--- src/rtl/seqdet_pkg.sv ---
// seqdet_pkg: shared types and helpers for the parametrised sequence detector.
// FSM state encoding, the length-to-mask helper and the legal pattern-length
// range used when validating a runtime configuration load.
package seqdet_pkg;

    // S_LOCK is only reachable when SEQDET_LOCK_EN is defined.
    typedef enum logic [1:0] {
        S_RUN  = 2'd0,
        S_CFG  = 2'd1,
        S_LOCK = 2'd2
    } state_t;

    // Shortest legal runtime pattern length.
    localparam int unsigned LEN_MIN   = 1;
    // Widest pattern any instance may be built for.
    localparam int unsigned PAT_W_MAX = 32;

    // Mask with the low 'len' bits set; callers truncate to their own width.
    function automatic logic [PAT_W_MAX-1:0] len_to_mask(input int unsigned len);
        logic [PAT_W_MAX-1:0] m;
        for (int unsigned i = 0; i < PAT_W_MAX; i++) begin
            m[i] = (i < len);
        end
        return m;
    endfunction

    // A length is usable if it lies in LEN_MIN..max_len.
    function automatic logic len_is_legal(input int unsigned len, input int unsigned max_len);
        return (len >= LEN_MIN) && (len <= max_len);
    endfunction

endpackage

--- src/rtl/seqdet_shift_cmp.sv ---
// seqdet_shift_cmp: history shift register, fill counter and masked compare.
// match_next is combinational and reports that the bit being sampled this
// cycle completes the pattern; the caller registers it.
module seqdet_shift_cmp
    import seqdet_pkg::*;
#(
    parameter int PAT_W = 16,
    parameter int LW    = $clog2(PAT_W + 1)
) (
    input  logic             clk,
    input  logic             reset,
    input  logic             clr,
    input  logic             sample,
    input  logic             x,
    input  logic [PAT_W-1:0] pattern,
    input  logic [LW-1:0]    len,
    input  logic             overlap,
    output logic             match_next
);

    logic [PAT_W-1:0] history_q, history_d;
    logic [PAT_W-1:0] history_shift;
    logic [PAT_W-1:0] mask;
    logic [LW-1:0]    fill_q, fill_d;
    logic [LW-1:0]    fill_inc;

    assign mask = PAT_W'(len_to_mask(32'(len)));

    // Candidate history/fill after this bit, the masked compare, and the update.
    always_comb begin
        history_shift = {history_q[PAT_W-2:0], x};
        fill_inc      = (fill_q == LW'(PAT_W)) ? fill_q : fill_q + LW'(1);
        match_next    = sample && (fill_inc >= len) &&
                        (((history_shift ^ pattern) & mask) == '0);
        history_d     = history_q;
        fill_d        = fill_q;
        if (clr) begin
            history_d = '0;
            fill_d    = '0;
        end else if (sample) begin
            history_d = history_shift;
            // Without overlap the next match must be built from fresh bits.
            fill_d    = (match_next && !overlap) ? '0 : fill_inc;
        end
    end

    // History and fill registers.
    always_ff @(posedge clk or negedge reset) begin
        if (!reset) begin
            history_q <= '0;
            fill_q    <= '0;
        end else begin
            history_q <= history_d;
            fill_q    <= fill_d;
        end
    end

endmodule

--- src/rtl/seq_detector_param.sv ---
// seq_detector_param: runtime-configurable serial bit-pattern detector.
// Holds the control FSM, the active/pending configuration and the saturating
// match counter; the bit history and compare live in seqdet_shift_cmp.
// Optional feature macro: SEQDET_LOCK_EN -- after the first match the detector
// locks with z held high until a legal reconfiguration or reset.
module seq_detector_param
    import seqdet_pkg::*;
#(
    parameter int          PAT_W       = 16,
    parameter int          CNT_W       = 8,
    parameter logic [31:0] RST_PATTERN = 32'b10011,
    parameter int          RST_LEN     = 5
) (
    input  logic                         clk,
    input  logic                         reset,
    input  logic                         x,
    input  logic                         x_valid,
    input  logic                         cfg_load,
    input  logic [PAT_W-1:0]             cfg_pattern,
    input  logic [$clog2(PAT_W+1)-1:0]   cfg_len,
    input  logic                         cfg_overlap,
    input  logic                         cnt_clr,
    output logic                         z,
    output logic                         cfg_err,
    output logic [CNT_W-1:0]             match_cnt
);

    localparam int LW = $clog2(PAT_W + 1);

    state_t           state_q, state_d;
    logic [PAT_W-1:0] pattern_q, pattern_d;
    logic [LW-1:0]    len_q, len_d;
    logic             overlap_q, overlap_d;
    logic [PAT_W-1:0] pend_pattern_q, pend_pattern_d;
    logic [LW-1:0]    pend_len_q, pend_len_d;
    logic             pend_overlap_q, pend_overlap_d;
    logic             z_q, z_d;
    logic             cfg_err_q, cfg_err_d;
    logic [CNT_W-1:0] cnt_q, cnt_d;

    logic len_ok;
    logic load_window;
    logic load_accept;
    logic load_reject;
    logic sample;
    logic hist_clr;
    logic match_next;

    // A load is only considered outside the reconfiguration bubble; a load
    // always takes the cycle, so any bit offered alongside it is dropped.
    assign len_ok      = len_is_legal(32'(cfg_len), unsigned'(PAT_W));
    assign load_window = (state_q != S_CFG);
    assign load_accept = cfg_load && len_ok && load_window;
    assign load_reject = cfg_load && !len_ok && load_window;
    assign sample      = x_valid && !cfg_load && (state_q == S_RUN);
    assign hist_clr    = (state_q == S_CFG);

    seqdet_shift_cmp #(
        .PAT_W (PAT_W),
        .LW    (LW)
    ) u_shift_cmp (
        .clk        (clk),
        .reset      (reset),
        .clr        (hist_clr),
        .sample     (sample),
        .x          (x),
        .pattern    (pattern_q),
        .len        (len_q),
        .overlap    (overlap_q),
        .match_next (match_next)
    );

    // Next-state, configuration capture/commit and output pulse logic.
    always_comb begin
        state_d        = state_q;
        z_d            = 1'b0;
        cfg_err_d      = load_reject;
        pattern_d      = pattern_q;
        len_d          = len_q;
        overlap_d      = overlap_q;
        pend_pattern_d = pend_pattern_q;
        pend_len_d     = pend_len_q;
        pend_overlap_d = pend_overlap_q;

        if (load_accept) begin
            pend_pattern_d = cfg_pattern;
            pend_len_d     = cfg_len;
            pend_overlap_d = cfg_overlap;
        end

        case (state_q)
            S_RUN: begin
                if (load_accept) begin
                    state_d = S_CFG;
                end else begin
                    z_d = match_next;
`ifdef SEQDET_LOCK_EN
                    if (match_next) begin
                        state_d = S_LOCK;
                    end
`endif
                end
            end
            S_CFG: begin
                pattern_d = pend_pattern_q;
                len_d     = pend_len_q;
                overlap_d = pend_overlap_q;
                state_d   = S_RUN;
            end
`ifdef SEQDET_LOCK_EN
            S_LOCK: begin
                if (load_accept) begin
                    state_d = S_CFG;
                end else begin
                    z_d = 1'b1;
                end
            end
`endif
            default: begin
                state_d = S_RUN;
            end
        endcase
    end

    // Saturating match counter; a clear beats a simultaneous increment.
    always_comb begin
        cnt_d = cnt_q;
        if (cnt_clr) begin
            cnt_d = '0;
        end else if (match_next && (cnt_q != '1)) begin
            cnt_d = cnt_q + CNT_W'(1);
        end
    end

    // State, configuration, output and counter registers.
    always_ff @(posedge clk or negedge reset) begin
        if (!reset) begin
            state_q        <= S_RUN;
            pattern_q      <= RST_PATTERN[PAT_W-1:0];
            len_q          <= LW'(RST_LEN);
            overlap_q      <= 1'b0;
            pend_pattern_q <= RST_PATTERN[PAT_W-1:0];
            pend_len_q     <= LW'(RST_LEN);
            pend_overlap_q <= 1'b0;
            z_q            <= 1'b0;
            cfg_err_q      <= 1'b0;
            cnt_q          <= '0;
        end else begin
            state_q        <= state_d;
            pattern_q      <= pattern_d;
            len_q          <= len_d;
            overlap_q      <= overlap_d;
            pend_pattern_q <= pend_pattern_d;
            pend_len_q     <= pend_len_d;
            pend_overlap_q <= pend_overlap_d;
            z_q            <= z_d;
            cfg_err_q      <= cfg_err_d;
            cnt_q          <= cnt_d;
        end
    end

    assign z         = z_q;
    assign cfg_err   = cfg_err_q;
    assign match_cnt = cnt_q;

endmodule
--- config.mk ---
export PLATFORM = sky130hd
export DESIGN_NAME = seq_detector_param
export DESIGN_NICKNAME = d
export VERILOG_FILES = /design/src/rtl/seqdet_pkg.sv /design/src/rtl/seqdet_shift_cmp.sv /design/src/rtl/seq_detector_param.sv
export SDC_FILE = /design/constraint.sdc
export NUM_CORES = 1
export LEC_CHECK = 0
export CAP_MARGIN = 20
export CELL_PAD_IN_SITES_DETAIL_PLACEMENT = 1
export CELL_PAD_IN_SITES_GLOBAL_PLACEMENT = 1
export CORE_MARGIN = 2
export CORE_UTILIZATION = 40
export CTS_CLUSTER_SIZE = 40
export DETAILED_ROUTE_END_ITERATION = 10
export GPL_TIMING_DRIVEN = 0
export PLACE_DENSITY = 0.86
export SLEW_MARGIN = 5
export SYNTH_ARGS = -nofsm -noshare
export SYNTH_HDL_FRONTEND = slang
export SYNTH_SLANG_ARGS = --single-unit
--- constraint.sdc ---
create_clock -name clk -period 2.68 [get_ports clk]
set_input_delay 0.536 -clock clk [delete_from_list [all_inputs] [get_ports clk]]
set_output_delay 0.536 -clock clk [all_outputs]
set_load 0.01 [all_outputs]
==> results.ini, run 1 <==
[status]
status=finished with violations
violations=setup timing

[timing]
slew_headroom_pct=52.9
setup_violations=10
setup_ws_ns=-0.144
worstMarginPinSlew_ns=0.706
fin_crit_ns=2.82
fmax_mhz=354
final-hold-violation-count=0
rsz0062_at_grt=yes
maxSlewViolCount=0
finalClockSkew_ns=0.00872
fin_crit_sh_pct=105

[detailed_routing]
drt-pass1-iter-count=4
drt_wl_total_um=9270
dr_total_vias=2805
post-route-drc-count=0
routedWlPerCell_um=18.2
via_per_inst=5.52
initialDrtViolationCount=137
route.antenna.remaining_nets=0

[critical_path]
end_kind=register
r2r_cells=8
critical_path.cell_chain=o21ai_1 > a21oi_1 > or4_4 > or4b_4 > nor4_4 > buf_6 > mux2i_1 > nor2_1
startpoint_type=register
rr_startpoint=len_q[1]
slowest_delay_ns=0.60
crit_slowest_cell=or4b_4
required_ns=2.91
reg2reg_slack_ns=-0.14
cp.arrival_ns=3.05
reg2reg_to=match_cnt[1]
worstPathMaxFanout=10
setup.worst_path.class=register to register

[global_routing]
grt_pass1_vias=3000
antenna_found_initial=0
grt_first_pass_wirelength_um=15300
grt_overflow_total=0
grt_use_total_pct=20.5
grt_max_degree=56

[floorplan]
core_um2=8590
initial_core_util_pct=40.6
io-pin-count=38
die_h_um=97.4
die_area_um2=9490
fp-row-count=34
fp.dieW_um=97.4

[power]
peakVddDrop_mv=0.298
p_per_area_nw_per_um2=770
leakage_uw=0.00207
p_total_uw=3500

[clock_network]
clk_pin_slew_ns=0.08
cts_tree=built
cts.sinks=75
h-tree-depth=3
root_buffer=clkbuf_8
hold_buffers=0
cts_buffer_depth=2
cts-buffers-inserted=9
insertion_delay_ns=0.36

[cells_and_area]
utilization_pct=53.0
diodes=0
layout_commonest_cell=nand2_1
layout_common_cells=77 x nand2_1, 63 x dfrtp_1, 33 x clkdlybuf4s50_1
nFillCells=959
layout-drive-gt1-share_pct=23.0
syn2layout_area_growth_pct=30.4
nets=431

[yosys]
seq_area_frac_synth_pct=54.1
yosysUniqueCellTypes=47
synth_flop_cell=dfrtp_1
synth_nets=369
synthCells=333
yosysWarningCount=0
synth-seq-cells=75
synth_edf_count=0
avgSynthCellArea_um2=10.5
synth_area_um2=3490
synthArstFlopShare_pct=100

[placed_design]
hpwl_um=6150
gp_routability_congestion=0.798
io_buffers=37

[flow_run]
drv_cap=0

[worst_hold_path]
hold_path_class=primary input to async pin

## metrics by stage
step           instance area [um2]  std cells  setup WS, ns  TNS, ns  hold WS, ns
2_1_floorplan                 3500        333        0.0315        0        0.240
3_3_place_gp                  4010        478         -1.45  -109.77        0.450
3_5_place_dp                  4030        479        -0.853   -10.72        0.449
4_1_cts                       4520        507        -0.101   -0.213       0.0621
5_1_grt                       4550        508        -0.206    -1.56       0.0658
6_report                      4550        508        -0.144   -0.729       0.0592
## metal layers
metal,global-route usage (%),vias up,wire length [um]
met5,0,-,0
met4,10.1,0,289
met3,3.38,25,217
met2,35.4,53,4820
met1,24.8,1449,3940
li1,-,1278,-
## registers in the layout, indices dropped and copies added, names as in the netlist
name	flops
pattern_q	16
pend_pattern_q	16
len_q	5
pend_overlap_q	1
u_shift_cmp.history_q	15
pend_len_q	5
cfg_err	1
state_q	1
match_cnt	8
u_shift_cmp.fill_q	5
overlap_q	1
z	1
## repair_timing
action | CTS | global route
pin swaps | 19 | 15
endpoints found under the setup margin | 13 | 13
setup buffers | 14 | 2
cloned | 1 | 0
hold endpoints to repair | 0 | 0
resized for setup | 33 | 8
## critical path, delay by kind of cell, from the launching register on
family,cells,cell delay (ns)
AO/OA/AOI/OAI,2,0.26
buffers and inverters,1,0.18
flip-flops,1,0.50
multiplexers,1,0.19
AND/OR/NAND/NOR,4,1.56
## kinds of logic (layout without fill, tap and decap cells)
| logic type | Yosys count | count (layout) | synth area share (%) |
|---|---|---|---|
| AND/OR/NAND/NOR | 122 | 122 | 16.3 |
| adder cells (fa/ha/maj) | 8 | 8 | 2.87 |
| buffers and inverters | 28 | 95 | 3.19 |
| XOR/XNOR | 22 | 22 | 5.52 |
| AO/OA/AOI/OAI | 60 | 60 | 12.2 |
| flip-flops | 75 | 75 | 54.1 |
| multiplexers | 18 | 18 | 5.77 |
## power breakdown
group          total (uW)  switching (uW)  leakage [uW]  internal [uW]
registers            1510             169      0.000954           1340
clock network        1130             434      0.000133            694
logic                 870             459      0.000987            411
## layout make-up
class,count,area (um2),share of cell area [%]
clock buffers,12,165,3.63
plain buffers,12,45.0,0.990
well taps,108,135,2.97
clock inverters,4,95.1,2.09
repair buffers,54,518,11.4
multi-input cells,230,1650,36.3
inverters,13,48.8,1.07
flip-flops and latches,75,1890,41.6
## synthesized netlist by cell type (2+ instances only)
cell type,n,share of area (%)
a21oi_1,14,2.0
nor4_1,3,0.54
a21o_1,3,0.65
a211oi_1,2,0.43
o22ai_1,2,0.36
clkbuf_1,11,1.2
dfrtp_1,65,47
dfstp_2,10,7.5
buf_2,2,0.29
inv_1,12,1.3
nand3_1,7,1.0
nand2_1,79,8.5
and3_1,7,1.3
nand2b_1,3,0.54
a31o_1,2,0.50
nor2_1,7,0.75
mux2_2,16,5.2
a22o_1,15,3.8
ha_1,8,2.9
nor3_1,5,0.72
a41oi_1,2,0.50
o21ai_0,9,1.3
xnor2_1,14,3.5
a32o_1,4,1.1
xor2_1,8,2.0
nand4_1,2,0.36
## worst max path at each step
stage                           from      endpoint  slack (ns)
final                       len_q[1]  match_cnt[1]       -0.14
after global routing        len_q[3]  match_cnt[1]       -0.21
after CTS                 state_q[0]  match_cnt[1]       -0.10
after detailed placement    cfg_load  match_cnt[2]       -0.85
after global placement         reset  match_cnt[2]       -1.45
after floorplan             cfg_load  match_cnt[2]        0.03
Note: power is estimated with default switching activity, not from simulation.
==> run 2: changes to the inputs <==
CORE_MARGIN = default   (was 2)
GPL_TIMING_DRIVEN = default   (was 0)
TNS_END_PERCENT = 30   (was default)
==> run 2 against run 1 <==
  * The run still ends with setup timing left
  * Sequential power is essentially flat
  * Die area is 4.1% lower
  * Core utilization rose by 1.9 points
  * Highest routed layer unchanged
==> results.ini, run 2 (synthesis results as in run 1) <==
[status]
status=finished with violations
violations=setup timing

[clock_network]
insertion_delay_ns=0.36  ; about the same
h-tree-depth=3  ; unchanged
cts-buffers-inserted=9  ; unchanged
hold_buffers=0  ; unchanged
cts.sinks=75  ; unchanged
root_buffer=clkbuf_8
cts_buffer_depth=2  ; unchanged
cts_tree=built
clk_pin_slew_ns=0.08  ; about the same

[critical_path]
rr_startpoint=u_shift_cmp.fill_q[1]
reg2reg_slack_ns=-0.09  ; +0.06 ns
slowest_delay_ns=0.40  ; -0.20 ns
required_ns=2.91  ; about the same
crit_top_cell=ha_4
setup.worst_path.class=register to register
end_kind=register
cp.arrival_ns=3.00  ; -0.05 ns
critical_path.cell_chain=inv_2 > ha_4 > nand2_4 > nor3_2 > buf_4 > xnor2_4 > ha_4 > nand2b_4 > nand3_2 > a21oi_2 > a211oi_4 > nor4_4 > buf_6 > mux2i_2 > nor2_1
startpoint_type=register
crit_slowest_cell=dfrtp_1
crit_path_start=u_shift_cmp.fill_q[1]
reg2reg_to=match_cnt[1]
r2r_cells=15  ; +7
crit_family=simple AND/OR/NAND/NOR gates
worstPathMaxFanout=5  ; -5
crit_buf_inv=3  ; +2

[detailed_routing]
post-route-drc-count=0  ; unchanged
route.antenna.remaining_nets=0  ; unchanged
initialDrtViolationCount=135  ; -1.5%
routedWlPerCell_um=19.4  ; +6.0%
dr_total_vias=2776  ; -1.0%
drt_wl_total_um=9790  ; +5.6%
via_per_inst=5.49  ; -0.64%
drt-pass1-iter-count=4  ; unchanged

[power]
p_per_area_nw_per_um2=730  ; -5.1%
p_total_uw=3340  ; -4.6%
comb_power_share_pct=28.2  ; +3.4 points
peakVddDrop_mv=0.404  ; +35%
p_int_uw=2260  ; -7.3%
leakage_uw=0.00210  ; +1.3%
clkPwrFrac_pct=27.1  ; -5.1 points
power_frac_seq_pct=44.7  ; +1.7 points
swShare_pct=32.3  ; +2.0 points
p_switching_uw=1080  ; +1.6%

[worst_hold_path]
hold_path_class=primary input to async pin

[cells_and_area]
final_cells=506  ; -0.39%
layout_common_cells=76 x nand2_1, 64 x dfrtp_1, 33 x clkdlybuf4s50_1
nets=432  ; +0.23%
layout_commonest_cell=nand2_1
syn2layout_area_growth_pct=31.2
diodes=0  ; unchanged
nFillCells=904  ; -5.7%
largestRegisters=pattern_q x16, pend_pattern_q x16, u_shift_cmp.history_q x15
layout-drive-gt1-share_pct=28.2  ; +5.2 points

[global_routing]
grt_use_total_pct=22.7  ; +2.3 points
grt_pass1_vias=3022  ; +0.73%
grt_overflow_total=0  ; unchanged
antenna_found_initial=0  ; unchanged
grt_max_degree=54  ; -3.6%
grt_first_pass_wirelength_um=15300  ; +0.54%

[timing]
fin_crit_ns=2.77  ; -0.0585 ns
slew_headroom_pct=60.5  ; +7.5 points
worstMarginPinSlew_ns=0.593  ; -0.113 ns
maxSlewViolCount=0  ; unchanged
rsz0062_at_grt=yes
final-hold-violation-count=0  ; unchanged
finalClockSkew_ns=0.0128  ; +0.00410 ns
fin_crit_sh_pct=103  ; -2.2 points
setup_violations=8  ; -2
setup_ws_ns=-0.0856  ; +0.0585 ns
hold_ws_ns=0.170  ; +0.111 ns
fmax_mhz=362  ; +2.1%

[floorplan]
io-pin-count=38  ; unchanged
initial_core_util_pct=41.8  ; +1.2 points
die_area_um2=9100  ; -4.1%
fp.dieW_um=95.4  ; -2.1%
core_um2=8340  ; -2.9%
fp-row-count=33  ; -2.9%
die_h_um=95.4  ; -2.1%

[placed_design]
gp_routability_congestion=0.850  ; +6.6%
hpwl_um=5810  ; -5.5%
dpl.cell_count=481  ; +0.42%
io_buffers=37  ; unchanged

[flow_run]
drv_cap=0  ; unchanged

[run 2: how the worst max path moves through the flow]
| stage | to | cells after the start |
|---|---|---|
| CTS | match_cnt[1] | 9 |
| global route | match_cnt[7] | 15 |
| global placement | match_cnt[6] | 9 |
| finish | match_cnt[1] | 15 |
| floorplan | match_cnt[6] | 13 |
| detailed placement | match_cnt[3] | 10 |
[run 2: stage by stage]
| step | area (um2) | setup WS, ns | setup TNS, ns | utilization, % |
|---|---|---|---|---|
| after floorplan | 3490 | -0.0114 | -0.0114 | - |
| after global placement | 4090 | -0.523 | -6.00 | 49.1 |
| after detailed placement | 4090 | -0.568 | -6.61 | 49.1 |
| after CTS | 4420 | -0.0793 | -0.664 | 53.0 |
| after global routing | 4580 | -0.182 | -1.33 | 54.9 |
| final | 4580 | -0.0856 | -0.397 | 54.9 |
[run 2: final cells by class]
| cell class | count | area [um2] | share of cell area [%] |
|---|---|---|---|
| sequential | 75 | 1890 | 41.3 |
| timing repair buffer | 67 | 604 | 13.2 |
| clock buffer | 12 | 155 | 3.39 |
| clock inverter | 4 | 50.0 | 1.09 |
| multi-input combinational | 230 | 1700 | 37.1 |
| inverter | 13 | 48.8 | 1.07 |
| tap | 105 | 131 | 2.87 |
[run 2: timing repair]
item | in CTS | in global routing
cloned | 1 | 0
endpoints found under the setup margin | 13 | 13
pin swaps | 10 | 21
setup buffers | 5 | 5
gates resized for setup | 27 | 25
[run 2: power by group through the flow]
| stage | Combinational, uW | Clock, uW | Sequential (uW) |
|---|---|---|---|
| 2_1_floorplan | 477 | 0 | 1440 |
| 3_3_place_gp | 668 | 0 | 1480 |
| 3_5_place_dp | 710 | 0 | 1500 |
| 4_1_cts | 793 | 926 | 1490 |
| 5_1_grt | 1020 | 970 | 1510 |
| 6_report | 943 | 907 | 1490 |
[run 2: metal layers]
metal  global-route usage [%]  wire length [um]
met4                     10.3               162
met2                     38.7              5320
met1                     27.5              4000
met3                     5.02               308
met5                        0                 0
